## config.mk

```make
export PLATFORM = sky130hd
export DESIGN_NAME = plb_mst_arbiter
export DESIGN_NICKNAME = d
export VERILOG_FILES = /design/src/rtl/plb_mst_arbiter.sv
export SDC_FILE = /design/constraint.sdc
export NUM_CORES = 1
export LEC_CHECK = 0
export ABC_AREA = 1
export ABC_CLOCK_PERIOD_IN_PS = 2900
export BUFFER_PORTS_ARGS = -buffer_cell sky130_fd_sc_hd__buf_4
export CORE_AREA = 2 2 140 142
export DETAILED_ROUTE_END_ITERATION = 8
export DIE_AREA = 0 0 142 144
export MAX_ROUTING_LAYER = met4
export PLACE_DENSITY = 0.66
export REMOVE_ABC_BUFFERS = 1
export SETUP_SLACK_MARGIN = 0.02
export SYNTH_ARGS = -nofsm -noshare
export SYNTH_HDL_FRONTEND = slang
export SYNTH_SLANG_ARGS = --single-unit
```

## constraint.sdc

```tcl
create_clock -name Bus2IP_Clk -period 2.9 [get_ports Bus2IP_Clk]
set_clock_uncertainty 0.05 [all_clocks]
set_input_delay 0.58 -clock Bus2IP_Clk [delete_from_list [all_inputs] [get_ports Bus2IP_Clk]]
set_output_delay 0.58 -clock Bus2IP_Clk [all_outputs]
set_load 0.05 [all_outputs]
```

## src/rtl/plb_mst_arbiter.sv

```systemverilog
`default_nettype none
// ============================================================================
//  Module   : plb_mst_arbiter
//  Purpose  : Round-robin share of one PLB IPIF master port between pixel-
//             pipeline requesters, single-beat commands from a latched copy.
//  Revision : 1.0  initial release
// ============================================================================
module plb_mst_arbiter #(
    parameter int C_MST_AWIDTH = 32,
    parameter int C_MST_DWIDTH = 32,
    parameter int NUM_REQ      = 3
) (
    input  logic                                  Bus2IP_Clk,
    input  logic                                  Bus2IP_Resetn,
    input  logic [0:NUM_REQ-1]                    req_valid,
    input  logic [0:NUM_REQ-1]                    req_rnw,
    input  logic [0:NUM_REQ*C_MST_AWIDTH-1]       req_addr,
    input  logic [0:NUM_REQ*C_MST_DWIDTH/8-1]     req_be,
    input  logic [0:NUM_REQ*C_MST_DWIDTH-1]       req_wdata,
    output logic [0:NUM_REQ-1]                    gnt,
    output logic [0:NUM_REQ-1]                    done,
    output logic [0:NUM_REQ-1]                    err,
    output logic [0:C_MST_DWIDTH-1]               rd_data,
    output logic                                  IP2Bus_MstRd_Req,
    output logic                                  IP2Bus_MstWr_Req,
    output logic [0:C_MST_AWIDTH-1]               IP2Bus_Mst_Addr,
    output logic [0:C_MST_DWIDTH/8-1]             IP2Bus_Mst_BE,
    output logic [0:C_MST_DWIDTH-1]               IP2Bus_MstWr_d,
    output logic                                  IP2Bus_Mst_Lock,
    output logic                                  IP2Bus_Mst_Reset,
    input  logic                                  Bus2IP_Mst_CmdAck,
    input  logic                                  Bus2IP_Mst_Cmplt,
    input  logic                                  Bus2IP_Mst_Error,
    input  logic                                  Bus2IP_Mst_Rearbitrate,
    input  logic                                  Bus2IP_Mst_Cmd_Timeout,
    input  logic [0:C_MST_DWIDTH-1]               Bus2IP_MstRd_d,
    input  logic                                  Bus2IP_MstRd_src_rdy_n,
    input  logic                                  Bus2IP_MstWr_dst_rdy_n
);

    localparam int c_bew = C_MST_DWIDTH / 8;
    localparam int c_pw  = (NUM_REQ > 2) ? 2 : 1;

    typedef enum logic [2:0] {
        S_IDLE       = 3'd0,
        S_ISSUE      = 3'd1,
        S_WAIT_CMPLT = 3'd2,
        S_BACKOFF    = 3'd3,
        S_DONE       = 3'd4
    } state_t;

    state_t                   r_state;
    state_t                   w_next_state;
    logic [c_pw-1:0]          r_ptr;
    logic [c_pw-1:0]          r_gnt_idx;
    logic [0:NUM_REQ-1]       r_gnt;
    logic                     r_rnw;
    logic [0:C_MST_AWIDTH-1]  r_addr;
    logic [0:c_bew-1]         r_be;
    logic [0:C_MST_DWIDTH-1]  r_wdata;
    logic                     r_err_flag;
    logic [0:C_MST_DWIDTH-1]  r_rd_data;
    logic                     r_mst_reset;

    logic [c_pw-1:0]          w_cand;
    logic [c_pw-1:0]          w_win_idx;
    logic                     w_win_found;
    logic [0:NUM_REQ-1]       w_win_onehot;
    logic                     w_set_err;
    logic                     w_unused_ok;

    // Write data is held stable from the latch, so the write handshake is moot.
    assign w_unused_ok = Bus2IP_MstWr_dst_rdy_n;

    // First valid requester at or after the pointer, wrapping.
    always_comb begin
        w_cand      = '0;
        w_win_idx   = '0;
        w_win_found = 1'b0;
        for (int k = 0; k < NUM_REQ; k++) begin
            w_cand = c_pw'((int'(r_ptr) + k) % NUM_REQ);
            if (!w_win_found && req_valid[w_cand]) begin
                w_win_idx   = w_cand;
                w_win_found = 1'b1;
            end
        end
    end

    always_comb begin
        w_win_onehot            = '0;
        w_win_onehot[w_win_idx] = 1'b1;
    end

    always_comb begin
        w_next_state = r_state;
        w_set_err    = 1'b0;
        case (r_state)
            S_IDLE: begin
                if (w_win_found)
                    w_next_state = S_ISSUE;
            end
            S_ISSUE: begin
                if (Bus2IP_Mst_CmdAck)
                    w_next_state = Bus2IP_Mst_Cmplt ? S_DONE : S_WAIT_CMPLT;
                else if (Bus2IP_Mst_Rearbitrate)
                    w_next_state = S_BACKOFF;
                else if (Bus2IP_Mst_Cmd_Timeout) begin
                    w_next_state = S_DONE;
                    w_set_err    = 1'b1;
                end
                if (Bus2IP_Mst_Error)
                    w_set_err = 1'b1;
            end
            S_WAIT_CMPLT: begin
                if (Bus2IP_Mst_Cmplt)
                    w_next_state = S_DONE;
                if (Bus2IP_Mst_Error)
                    w_set_err = 1'b1;
            end
            S_BACKOFF:    w_next_state = S_ISSUE;
            S_DONE:       w_next_state = S_IDLE;
            default:      w_next_state = S_IDLE;
        endcase
    end

    always_ff @(posedge Bus2IP_Clk) begin
        if (!Bus2IP_Resetn) begin
            r_state    <= S_IDLE;
            r_ptr      <= '0;
            r_gnt_idx  <= '0;
            r_gnt      <= '0;
            r_rnw      <= 1'b0;
            r_addr     <= '0;
            r_be       <= '0;
            r_wdata    <= '0;
            r_err_flag <= 1'b0;
            r_rd_data  <= '0;
        end else begin
            r_state <= w_next_state;
            if (r_state == S_IDLE && w_win_found) begin
                r_gnt      <= w_win_onehot;
                r_gnt_idx  <= w_win_idx;
                r_rnw      <= req_rnw[w_win_idx];
                r_addr     <= req_addr[int'(w_win_idx)*C_MST_AWIDTH +: C_MST_AWIDTH];
                r_be       <= req_be[int'(w_win_idx)*c_bew +: c_bew];
                r_wdata    <= req_wdata[int'(w_win_idx)*C_MST_DWIDTH +: C_MST_DWIDTH];
                r_err_flag <= 1'b0;
            end
            if (w_set_err)
                r_err_flag <= 1'b1;
            if (r_state == S_DONE) begin
                r_gnt <= '0;
                r_ptr <= (r_gnt_idx == c_pw'(NUM_REQ - 1)) ? '0 : r_gnt_idx + 1'b1;
            end
            if (r_rnw && !Bus2IP_MstRd_src_rdy_n)
                r_rd_data <= Bus2IP_MstRd_d;
        end
    end

    // Deliberately unreset: this register is the reset copy for the IPIF.
    always_ff @(posedge Bus2IP_Clk) begin
        r_mst_reset <= ~Bus2IP_Resetn;
    end

    assign gnt              = r_gnt;
    assign done             = (r_state == S_DONE) ? r_gnt : '0;
    assign err              = (r_state == S_DONE && r_err_flag) ? r_gnt : '0;
    assign rd_data          = r_rd_data;
    assign IP2Bus_MstRd_Req = (r_state == S_ISSUE) &&  r_rnw;
    assign IP2Bus_MstWr_Req = (r_state == S_ISSUE) && !r_rnw;
    assign IP2Bus_Mst_Addr  = r_addr;
    assign IP2Bus_Mst_BE    = r_be;
    assign IP2Bus_MstWr_d   = r_wdata;
    assign IP2Bus_Mst_Lock  = 1'b0;
    assign IP2Bus_Mst_Reset = r_mst_reset;

endmodule
`default_nettype wire

```

==> out/results.tsv <==
metric	value	unit
status	complete, no violations	
n_diodes	0	
WS Path Type	flip-flop to flip-flop	
routed len/inst	14.2	um
Max Cap Viol	0	
CTS Buf Count	17	
RSZ-0062 raised after global routing	false	
layout cell share with drive strength beyond 1	27.9	%
Max clock buf depth	2	
TritonCTS clock tree	yes	
WHS Path Cells	3	
crit-path cells	inv_1 -> ha_1 -> o21ai_1 -> nand2_1 -> nand2_1 -> inv_1 -> nand3_1 -> nand2_1 -> nor2_4 -> buf_12 -> nand2_1 -> nand2_1 -> nor2_1 -> nor2_1	
crit path time final	2.60	ns
setup violators final	0	
Sw Pwr	3.60	mW
VDD IR max	0.400	mV
Synth Warn #	0	
Required @ worst endpoint	3.20	ns
fin crit share	89.8	%
CP bufs+invs	3	
area of the multi-input gates	3810	um^2
Area contributors post-synth	dfxtp_1 (33%), nand2_1 (21%), nor2_1 (20%)	
mapped cell area	6800	um^2
sw frac	44.5	%
FF/Latch Area	2260	um^2
1st-pass router iterations	4	
part of the power in combinational logic	47.2	%
# nets final	1749	
antenna violations before repair	0	
Post-CTS Setup Bufs	0	
GPL Wtd Cong	0.928	
first-pass GRT wire length	38500	um
CP top delay family	simple AND/OR/NAND/NOR gates	
die extent in y	144	um
total number of vias	8024	
sequential fraction of the synthesis area	33.3	%
Hold Fails Final Rpt	0	
most frequent cells in the layout	nand2_1 (377), buf_4 (371), nor2_1 (357)	
commonest non-fill, non-tap cell in the layout	nand2_1	
Pleak	5.57	nW
final slew viol count	0	
Root Buffer	clkbuf_16	
worst-margin pin slew	0.994	ns
synth unique cells	30	
max incr delay on CP	0.42	ns
nature of the critical path endpoint	flip-flop	
placed cell count	1713	
placed cell areas	9660	um^2
total gr overflow	0	
Rows	51	
post-cts hold buffer count	0	
GR Util All Layers	24.7	%
number of global-route vias before repair	7430	
Layout Cells excl Fill	1745	
Iter 0 DRT Violations	332	
Syn Area/Cell	5.83	um^2
HP Class	input pin to flip-flop	
H-tree Lvls	4	
FF-to-FF path depth	14	
Final HPWL DP	18000	um
WL final	24800	um
Clk pin slew, worst setup/hold paths	0.06	ns
relative slew slack	33.7	%
core footprint	19100	um^2
Die W	142	um
Detail Route Antenna Nets	0	
I/O pin count	364	
Syn Inst Count	1167	
critical path's slowest cell	ha_1	
synth-to-layout area growth	51.1	%
Worst-Skew Late Latency	0.41	ns
Initial Utilization	35.6	%
Fin Hold WS	0.330	ns
clock power share	27.5	%
Max Fanout on Critical Path	52	
CP Data Arrival Time	2.90	ns
Synth Register Bits	113	
Startpoint Class	flip-flop	
Die ar.	20400	um^2
Sequential Power Share	25.3	%
fillers	1928	
post-synth top area share	33.3	%
pin count of the biggest net entering global routing	77	
Power per Cell Area	787	nW/um^2
Via density	4.60	
TritonCTS Sinks	113	
I/O Buffers	361	
Int Pwr	4.49	mW
design area	10300	um^2
achievable frequency	0.384	GHz
Synth area leader	dfxtp_1	
Critical Path Stages	14	
drt drc	0	
CP most frequent cell	nand2_1	
Gates resized, CTS repair	0	
-- synthesized netlist by cell type --
cell / number
nand2_1: 378
nor2_1: 357
dfxtp_1: 113
inv_1: 93
a21boi_0: 45
o21ai_0: 36
clkbuf_1: 33
a21boi_1: 24
buf_2: 21
nand3_1: 14
buf_6: 11
a21oi_1: 9
nor3_1: 5
buf_4: 4
ha_1: 4
nand4_1: 3
a211oi_1: 2
inv_2: 2
o21ai_1: 2
a31oi_4: 1
buf_1: 1
conb_1: 1
nand2_2: 1
nand3_2: 1
nand3b_1: 1
nand4_2: 1
nor2_2: 1
nor2_4: 1
o211ai_1: 1
o21ai_4: 1
-- per-layer routing --
| metal | track usage, % | part of all wire, % |
|---|---|---|
| met3 | 6.06 | 6.2 |
| met4 | 9.74 | 3.5 |
| met2 | 40.9 | 48 |
| met1 | 28.9 | 42 |
| met5 | - | 0 |
-- per-stage QoR --
step                utilization (%)  setup WS [ns]  setup TNS [ns]  total power [mW]
detailed placement             50.6          0.284               0              5.91
CTS                            53.9          0.283               0              8.17
global placement               50.6          0.348               0              5.88
finish                         53.9          0.295               0              8.09
floorplan                         -          -1.11          -78.71              4.56
global route                   53.9         0.0596               0              8.59
-- power by group through the flow --
stage	sequential [mW]	clock, mW	combinational, mW
2_1_floorplan	3.09	0	1.47
3_3_place_gp	2.07	0	3.81
3_5_place_dp	2.08	0	3.83
4_1_cts	2.05	2.27	3.84
5_1_grt	2.08	2.34	4.17
6_report	2.05	2.22	3.81
-- sequential cells by signal (all words and copies together), names as in the netlist --
register,count
IP2Bus_MstWr_d,32
IP2Bus_Mst_Addr,32
rd_data,32
IP2Bus_Mst_BE,4
gnt,3
r_state,3
r_gnt_idx,2
r_ptr,2
IP2Bus_Mst_Reset,1
r_err_flag,1
r_rnw,1
-- path summary, 6_finish.rpt --
check	endpoint	slack [ns]	startpoint
max reg2reg	IP2Bus_Mst_Addr[14]	0.30	r_ptr[0]
max	IP2Bus_Mst_Addr[14]	0.30	r_ptr[0]
min reg2reg	r_err_flag	0.42	r_err_flag
min	rd_data[1]	0.33	Bus2IP_MstRd_d[1]
-- tightest hold or removal path, stage by stage --
cell and delay (ns):
buf_4 0.07, nor2_1 0.03, nor2_1 0.08
-- logic make-up (layout without fill, tap and decap cells) --
group           count (synthesis)  in the layout  synth area share (%)
compound gates                121            121                  12.0
other cells                     1              1                0.0552
flops                         113            113                  33.3
simple gates                  763            763                  43.0
buf+inv                       165            505                  10.9
fa+ha+maj                       4              4                 0.736
-- final cells by class --
| cell class | instances | share of cell area [%] |
|---|---|---|
| Inverter | 95 | 3.47 |
| Timing Repair Buffer | 378 | 28.5 |
| Multi-Input combinational cell | 889 | 37.1 |
| Tap cell | 238 | 2.90 |
| Sequential cell | 113 | 22.0 |
| Clock inverter | 15 | 1.88 |
| Clock buffer | 17 | 4.14 |
Power figures use the tool's default switching activity.
